### config.mk
export PLATFORM = sky130hd
export DESIGN_NAME = fetch_queue
export DESIGN_NICKNAME = d
export VERILOG_FILES = /design/src/rtl/bicantor_pkg.sv /design/src/rtl/fetch_queue.sv
export SDC_FILE = /design/constraint.sdc
export NUM_CORES = 1
export LEC_CHECK = 0
export CAP_MARGIN = 0
export CORE_ASPECT_RATIO = 1.75
export CORE_UTILIZATION = 32
export DETAILED_ROUTE_END_ITERATION = 12
export SETUP_SLACK_MARGIN = 0.5
export SLEW_MARGIN = 0
export SYNTH_ARGS = -nofsm -noshare
export SYNTH_HDL_FRONTEND = slang
export SYNTH_SLANG_ARGS = --single-unit
### constraint.sdc
create_clock -name clock_i -period 4.6 [get_ports clock_i]
set_input_delay 0.69 -clock clock_i [delete_from_list [all_inputs] [get_ports clock_i]]
set_output_delay 0.69 -clock clock_i [all_outputs]
set_load 0.03 [all_outputs]
### src/rtl/bicantor_pkg.sv
// Shared types and constants for the fetch/decode front end.
//   INSN_W / PACKET_W : instruction and fetch-packet widths
//   ADDR_MAX_W        : widest packet address any user may configure
//   SLOT0/SLOT1/BOTH  : per-slot valid mask encodings (bit0 = older slot)
//   fetch_packet_t    : one queue entry {data, addr, mask}
package bicantor_pkg;

   localparam int INSN_W     = 32;
   localparam int PACKET_W   = 2 * INSN_W;
   localparam int ADDR_MAX_W = 32;

   localparam logic [1:0] SLOT0 = 2'b01;
   localparam logic [1:0] SLOT1 = 2'b10;
   localparam logic [1:0] BOTH  = 2'b11;

   // The address field is sized for the widest configuration. Narrower
   // instances zero-extend on write and slice on read.
   typedef struct packed {
      logic [PACKET_W-1:0]   data;
      logic [ADDR_MAX_W-1:0] addr;
      logic [1:0]            mask;
   } fetch_packet_t;

endpackage

### src/rtl/fetch_queue.sv
// fetch_queue: circular buffer of fetch packets between instruction memory
// and the dual-issue decoder.
//   clock_i, resetn_i          : clock, async active-low reset
//   flush_i                    : redirect, empties the queue on the next edge
//   enq_valid_i/data/addr/mask : packet from memory (mask 2'b00 is dropped)
//   enq_ready_o, imemstall_o   : not-full, and its inverse to hold the read
//   deq_valid_o/data/addr/mask : head entry, mask shows unconsumed slots
//   deq_take_i                 : slots the decoder consumes this cycle
//   count_o                    : occupancy
module fetch_queue
   import bicantor_pkg::*;
#(
   parameter  int DEPTH  = 4,
   parameter  int ADDR_W = 10,
   localparam int CNT_W  = $clog2(DEPTH + 1),
   localparam int PTR_W  = $clog2(DEPTH)
) (
   input  logic                clock_i,
   input  logic                resetn_i,
   input  logic                flush_i,
   input  logic                enq_valid_i,
   input  logic [PACKET_W-1:0] enq_data_i,
   input  logic [ADDR_W-1:0]   enq_addr_i,
   input  logic [1:0]          enq_mask_i,
   output logic                enq_ready_o,
   output logic                imemstall_o,
   output logic                deq_valid_o,
   output logic [PACKET_W-1:0] deq_data_o,
   output logic [ADDR_W-1:0]   deq_addr_o,
   output logic [1:0]          deq_mask_o,
   input  logic [1:0]          deq_take_i,
   output logic [CNT_W-1:0]    count_o
);

   fetch_packet_t    mem [DEPTH];
   logic [PTR_W-1:0] head, tail;
   logic [CNT_W-1:0] count;

   fetch_packet_t    head_ent;
   fetch_packet_t    enq_ent;
   logic             take_legal, take_fire, pop, enq_fire;
   logic [1:0]       new_mask;

   assign head_ent = mem[head];

   always_comb begin
      enq_ent      = '0;
      enq_ent.data = enq_data_i;
      enq_ent.addr[ADDR_W-1:0] = enq_addr_i;
      enq_ent.mask = enq_mask_i;
   end

   // Ready looks only at registered occupancy so a full queue never
   // accepts, even in a cycle where it also pops.
   assign enq_ready_o = (count < CNT_W'(DEPTH));
   assign imemstall_o = ~enq_ready_o;
   assign deq_valid_o = (count != '0);
   assign deq_data_o  = head_ent.data;
   assign deq_addr_o  = head_ent.addr[ADDR_W-1:0];
   assign deq_mask_o  = deq_valid_o ? head_ent.mask : 2'b00;
   assign count_o     = count;

   // Takes must be a subset of the remaining slots and keep program order:
   // slot 1 alone is refused while slot 0 is still pending.
   assign take_legal = deq_valid_o
                     && ((deq_take_i & ~deq_mask_o) == 2'b00)
                     && !(deq_take_i == SLOT1 && deq_mask_o == BOTH);
   assign take_fire  = take_legal && (deq_take_i != 2'b00);
   assign new_mask   = deq_mask_o & ~deq_take_i;
   assign pop        = take_fire && (new_mask == 2'b00);
   assign enq_fire   = enq_valid_i && enq_ready_o && !flush_i
                     && (enq_mask_i != 2'b00);

   // Upper address bits are always zero in narrow configurations.
   logic unused_addr_hi;
   assign unused_addr_hi = ^head_ent.addr;

   always_ff @(posedge clock_i or negedge resetn_i) begin
      if (!resetn_i) begin
         head  <= '0;
         tail  <= '0;
         count <= '0;
         for (int i = 0; i < DEPTH; i++) mem[i] <= '0;
      end else if (flush_i) begin
         head  <= '0;
         tail  <= '0;
         count <= '0;
         for (int i = 0; i < DEPTH; i++) mem[i].mask <= 2'b00;
      end else begin
         // head == tail only when empty (no take) or full (no enqueue),
         // so the two writes below never hit the same entry.
         if (take_fire) mem[head].mask <= new_mask;
         if (pop)       head <= head + 1'b1;
         if (enq_fire) begin
            mem[tail] <= enq_ent;
            tail      <= tail + 1'b1;
         end
         if (enq_fire && !pop)      count <= count + 1'b1;
         else if (!enq_fire && pop) count <= count - 1'b1;
      end
   end

`ifndef SYNTHESIS
   always_ff @(posedge clock_i) begin
      if (resetn_i && !flush_i && deq_take_i != 2'b00)
         assert (take_legal)
         else $warning("fetch_queue: illegal take %b on mask %b ignored",
                       deq_take_i, deq_mask_o);
   end
`endif

endmodule

==> flow_summary.json, run 1 <==
{
  "slew-limit-headroom": 0.395,
  "r2r_slack_ps": 1140,
  "post-cts-setup-buffers": 0,
  "seq_area_frac_synth": 0.566,
  "crit_fanout": 54,
  "syn_inst": 829,
  "rows": 100,
  "ant_nets": 0,
  "vias": 7756,
  "fillers": 3861,
  "min_period_over_period": 0.849,
  "cts_resized": 0,
  "initial_core_util": 0.324,
  "design_area_um2": 17100,
  "drive_gt1_frac": 0.451,
  "utilization": 0.404,
  "final_common_cell": "dfrtp_1",
  "grt_setup_unrepaired": "no",
  "p_leak_nw": 7.21,
  "worstSkewPairLatency_ps": 570,
  "startpoint_type": "flip-flop",
  "hp-class": "input port to asynchronous set/reset pin",
  "clkTransAtPathRegs_ps": 70,
  "grt_pass1_wl_um": 52000,
  "avgRoutedWirePerCell_um": 20.6,
  "dr.pass1.iters": 4,
  "overflow": 0,
  "clockBufferDepth": 3,
  "cts-root-buf": "clkbuf_16",
  "holdBufCountCts": 0,
  "endpoint_kind": "primary output",
  "cts_tree": "yes",
  "worst_pin_slew_ps": 908,
  "die_w_um": 159,
  "power_density_nw_per_um2": 553,
  "yosys.cell_types.count": 37,
  "r2r_cells": 9,
  "synth_nets": 920,
  "multi_input_area_um2": 5670,
  "io_pins": 164,
  "grt_pass1_vias": 8823,
  "r2r-start": "head[1]$_DFFE_PN0P_",
  "grt_util_all_layers": 0.152,
  "globalplace.congestion": 0.774,
  "avgSynthCellArea_um2": 16.6,
  "area_growth_pct": 24.6,
  "yosys_warnings": 0,
  "cts-buffers-inserted": 30,
  "skew_ps": 27.8,
  "max_clock_freq_mhz": 256,
  "grt_start_max_net_pins": 116,
  "maxSlewViolCount": 0,
  "die_area_um2": 43800,
  "dieHeight_um": 276,
  "core_um2": 42400,
  "io_buffers": 163,
  "startpoint": "head[1]$_DFFE_PN0P_",
  "clock_sinks": 311,
  "status": "finished, final reports clean",
  "yosys_register_bits": 311,
  "drt_iter0_drc": 270,
  "hpwlAfterDp_um": 20800,
  "mostFrequentLayoutCells": "dfrtp_1 (309), mux2_2 (296), clkdlybuf4s50_1 (162), mux4_2 (76), clkbuf_16 (30)",
  "nets": 1074,
  "maxCapViolations": 0,
  "ff_latch_area_um2": 7790,
  "antenna_found_initial": 2,
  "viasPerCell": 4.95,
  "htree_levels": 1,
  "endpoint": "deq_data_o[34]",
  "worstPathRequired_ps": 3910,
  "dpl_cell_area_um2": 16100,
  "syn_area_um2": 13800,
  "rr_endpoint": "count_o[2]$_DFFE_PN0P_",
  "period_needed_ps": 3910,
  "peakVddDrop_mv": 0.325,
  "tns_ps": 0,
  "setup_viol": 0,
  "hold_violations": 0,
  "path_class": "flip-flop to primary output",
  "drt_wl_total_um": 32400,
  "critical_path_arrival_ps": 3220,
  "post-route-drc-count": 0
}
-- cell families after synthesis --
family | Yosys count | share of synthesized area
AO/OA/AOI/OAI | 23 | 0.0126
flip-flops | 311 | 0.566
AND/OR/NAND/NOR | 40 | 0.0173
XOR/XNOR | 4 | 0.00355
adder cells (fa/ha/maj) | 9 | 0.00873
multiplexers | 375 | 0.369
buffers and inverters | 67 | 0.0228
-- flip-flops by register name, indices dropped and copies added, names as in the netlist --
name	count
mem	304
count_o	3
head	2
tail	2
-- report_power, final --
part	switching, mW	internal (mW)
Clock	1.07	1.55
Sequential	0.434	3.63
Combinational	1.23	1.55
Total	2.74	6.74
-- layout make-up --
class	count	share of cell area
Clock buffer	43	0.0537
Timing Repair Buffer	181	0.109
Inverter	8	0.00175
Tap cell	561	0.0410
Sequential cell	311	0.455
Antenna cell	2	0.000292
Clock inverter	11	0.00869
Multi-Input combinational cell	451	0.331
-- synth_stat cells --
cell type / n / area share
ha_1: 8 / 0.0073
a211oi_1: 1 / 0.00055
or4_1: 1 / 0.00055
nand2b_1: 1 / 0.00046
fa_1: 1 / 0.0015
xnor3_1: 1 / 0.0016
and2_1: 4 / 0.0018
buf_1: 5 / 0.0014
a31oi_1: 4 / 0.0018
mux2_2: 296 / 0.24
xnor2_1: 3 / 0.0019
mux4_2: 76 / 0.12
and4_1: 1 / 0.00064
inv_1: 8 / 0.0022
nand2_1: 8 / 0.0022
nor3b_1: 1 / 0.00055
clkbuf_1: 11 / 0.0030
or3_1: 2 / 0.00091
dfrtp_1: 311 / 0.57
a22oi_1: 1 / 0.00055
buf_6: 1 / 0.00082
a221oi_1: 4 / 0.0025
o211ai_1: 5 / 0.0027
mux2i_1: 3 / 0.0022
o211a_1: 1 / 0.00073
buf_4: 1 / 0.00055
nor3_1: 3 / 0.0011
a21oi_1: 4 / 0.0015
or2_2: 1 / 0.00046
nor4b_4: 1 / 0.0017
buf_2: 41 / 0.015
nor2_1: 7 / 0.0019
and2_0: 3 / 0.0014
a22oi_4: 1 / 0.0015
o21ai_0: 2 / 0.00073
and3_1: 2 / 0.00091
nand3b_1: 5 / 0.0027
-- per-layer routing --
metal  global-route usage  wire length [um]  up-vias  part of all wire
met3               0.0215              1160       49             0.036
met5                    0                 0        -                 0
met2                0.282             17600      152              0.54
met1                0.174             12600     4171              0.39
li1                     -                 -     3384                 -
met4               0.0610              1000        0             0.031
-- critical path, stage by stage (launching register included) --
cell,delay (ps)
dfrtp_4,710
buf_4,800
mux4_2,350
clkdlybuf4s50_1,750
-- worst min-delay path by stage --
stage               slack [ps]                     end  cells after the start                  from
CTS                        230    mem[351]$_DFFE_PN0P_                      1              resetn_i
finish                     220    mem[258]$_DFFE_PN0P_                      1              resetn_i
global route               250     mem[62]$_DFFE_PN0P_                      1              resetn_i
global placement           480    mem[175]$_DFFE_PN0P_                      1  mem[175]$_DFFE_PN0P_
floorplan                  390  count_o[0]$_DFFE_PN0P_                      0              resetn_i
detailed placement         490    mem[184]$_DFFE_PN0P_                      1  mem[184]$_DFFE_PN0P_
-- through the flow --
step	worst slack, ps	hold slack, ps	power (mW)	cells
floorplan	1720	394	5.86	829
global placement	1140	484	6.86	1512
detailed placement	1130	490	6.95	1512
CTS	610	229	9.63	1566
global route	586	247	9.96	1568
finish	694	220	9.47	1568
Power figures use the tool's default switching activity.
==> run 2, diff against run 1 <==
==> constraint.sdc (replaced) <==
create_clock -name clock_i -period 3.7 [get_ports clock_i]
set_input_delay 0.555 -clock clock_i [delete_from_list [all_inputs] [get_ports clock_i]]
set_output_delay 0.555 -clock clock_i [all_outputs]
set_load 0.03 [all_outputs]
==> run 2 against run 1 <==
  * Via count up 0.30%
  * Clock-buffer cell count did not move
  * Clock power rose by 29%
  * Clock skew fell by 17 ps
  * Sequential cell count is the same
  * First-iteration DRC count shrank 1.9%
  * Non-clock buffer count rose by 5
  * Worst hold slack worse by 230 ps
  * Largest power group unchanged
  * The run now ends with negative hold slack left
  * Design area is 0.83% higher
==> flow_summary.json, run 2 (synthesized netlist as in run 1, its figures left out) <==
{
  "status": "finished, violations left",
  "violations": "negative hold slack",
  "die_area_um2": 43800,
  "antenna_cells": 0,
  "wl_met2_um": 18100,
  "routed.top_layer": "met4",
  "ff_latch_area_um2": 7790,
  "path_class": "flip-flop to primary output",
  "grt_util_all_layers": 0.151,
  "peakVddDrop_mv": 0.512,
  "startpoint": "head[1]$_DFFE_PN0P_",
  "max_clock_freq_mhz": 321,
  "largest_register_ffs": 304,
  "htree_levels": 1,
  "post-route-drc-count": 0,
  "cts-buffers-inserted": 30,
  "area_growth_pct": 25.6,
  "final_common_cell": "dfrtp_1",
  "fillers": 3895,
  "startpoint_type": "flip-flop",
  "met3_length_um": 1160,
  "finalNonFillerCells": 1573,
  "mostFrequentLayoutCells": "dfrtp_1 (309), mux2_2 (296), clkdlybuf4s50_1 (138), mux4_2 (76), clkbuf_16 (31)",
  "tns_ps": 0,
  "worstPathRequired_ps": 3140,
  "dr.pass1.iters": 5,
  "maxSlewViolCount": 0,
  "setup_viol": 0,
  "drt_iter0_drc": 265,
  "worst_pin_slew_ps": 866,
  "core_um2": 42400,
  "dieHeight_um": 276,
  "ant_nets": 0,
  "overflow": 0,
  "r2r-start": "head[1]$_DFFE_PN0P_",
  "min_period_over_period": 0.842,
  "r2r_cells": 7,
  "antenna_found_initial": 0,
  "die_w_um": 159,
  "whs_ps": -13.7,
  "grt_start_max_net_pins": 101,
  "p_leak_nw": 7.34,
  "critical_path_arrival_ps": 2560,
  "drt_wl_total_um": 32200,
  "io_buffers": 163,
  "clock_sinks": 311,
  "endpoint_kind": "primary output",
  "hold_violations": 14,
  "rows": 100,
  "grt_pass1_wl_um": 52200,
  "hp-class": "input port to asynchronous set/reset pin",
  "maxCapViolations": 0,
  "top_register": "mem",
  "skew_ps": 10.3,
  "nets": 1079,
  "worstSkewPairLatency_ps": 570,
  "holdBufCountCts": 0,
  "grt_setup_unrepaired": "no",
  "clkTransAtPathRegs_ps": 70,
  "cts-root-buf": "clkbuf_16",
  "drive_gt1_frac": 0.452,
  "post-cts-setup-buffers": 0,
  "r2r_slack_ps": 770,
  "period_needed_ps": 3120,
  "clockBufferDepth": 3,
  "vias": 7779,
  "initial_core_util": 0.324,
  "power_density_nw_per_um2": 683,
  "io_pins": 164,
  "grt_pass1_vias": 8918,
  "placed_cells": 1516,
  "avgRoutedWirePerCell_um": 20.5,
  "slew-limit-headroom": 0.423,
  "rr_endpoint": "count_o[1]$_DFFE_PN0P_",
  "cts_tree": "yes",
  "multi_input_area_um2": 5670,
  "hpwlAfterDp_um": 19800,
  "crit_fanout": 78,
  "viasPerCell": 4.95,
  "globalplace.congestion": 0.763,
  "wl_met1_um": 12200
}
==> run 2: changes by cell type in the layout (fill, tap and decap cells not counted), moves of 3 or more <==
| cell | delta |
|---|---|
| clkbuf_8 | -4 |
| buf_12 | +3 |
| dlygate4sd2_1 | +21 |
| clkdlybuf4s50_1 | -24 |
| dlymetal6s2s_1 | +3 |
| clkbuf_1 | +3 |
==> run 2: per-layer routing <==
layer,track usage,up-vias
met4,0.0473,0
met2,0.292,141
li1,-,3397
met1,0.167,4198
met3,0.0234,43
met5,0,-
==> run 2: worst max path at each step <==
stage,endpoint,slack [ps],cells after the start
3_3_place_gp,count_o[2]$_DFFE_PN0P_,660,10
2_1_floorplan,count_o[2]$_DFFE_PN0P_,820,10
3_5_place_dp,count_o[1]$_DFFE_PN0P_,640,8
6_report,deq_data_o[36],580,3
5_1_grt,deq_data_o[36],500,3
4_1_cts,deq_data_o[3],500,3
==> run 2: power by group <==
group	internal (mW)	switching [mW]	leakage, nW	total, mW
Sequential	4.51	0.519	3.98	5.03
Clock	2.03	1.35	0.546	3.39
Combinational	1.88	1.51	2.82	3.39
==> run 2: final cells by class <==
class,count,area share
inverter,8,0.00174
clock buffer,43,0.0521
multi-input combinational,451,0.328
tap,561,0.0406
sequential,311,0.451
clock inverter,13,0.0112
timing repair buffer,186,0.115
==> run 2: worst max-delay path, stage by stage, from the launching register on <==
cell             delay [ps]
dfrtp_4                 460
buf_16                  430
mux4_2                  410
clkdlybuf4s50_1         650
==> run 2: through the flow <==
step                setup WS [ps]  power (mW)  utilization  hold slack [ps]  instance area, um^2
floorplan                     823        7.28            -              259                13800
global placement              661        8.49        0.381              484                16100
detailed placement            644        8.61        0.381              490                16100
CTS                           496        12.0        0.407             25.5                17300
global route                  500        12.4        0.407             33.1                17300
finish                        584        11.8        0.407            -13.7                17300
==> run 2: repair_timing <==
item                       in CTS  in global routing
gates resized for setup        26                  3
gates cloned                    1                  0
setup endpoints to repair      74                  3
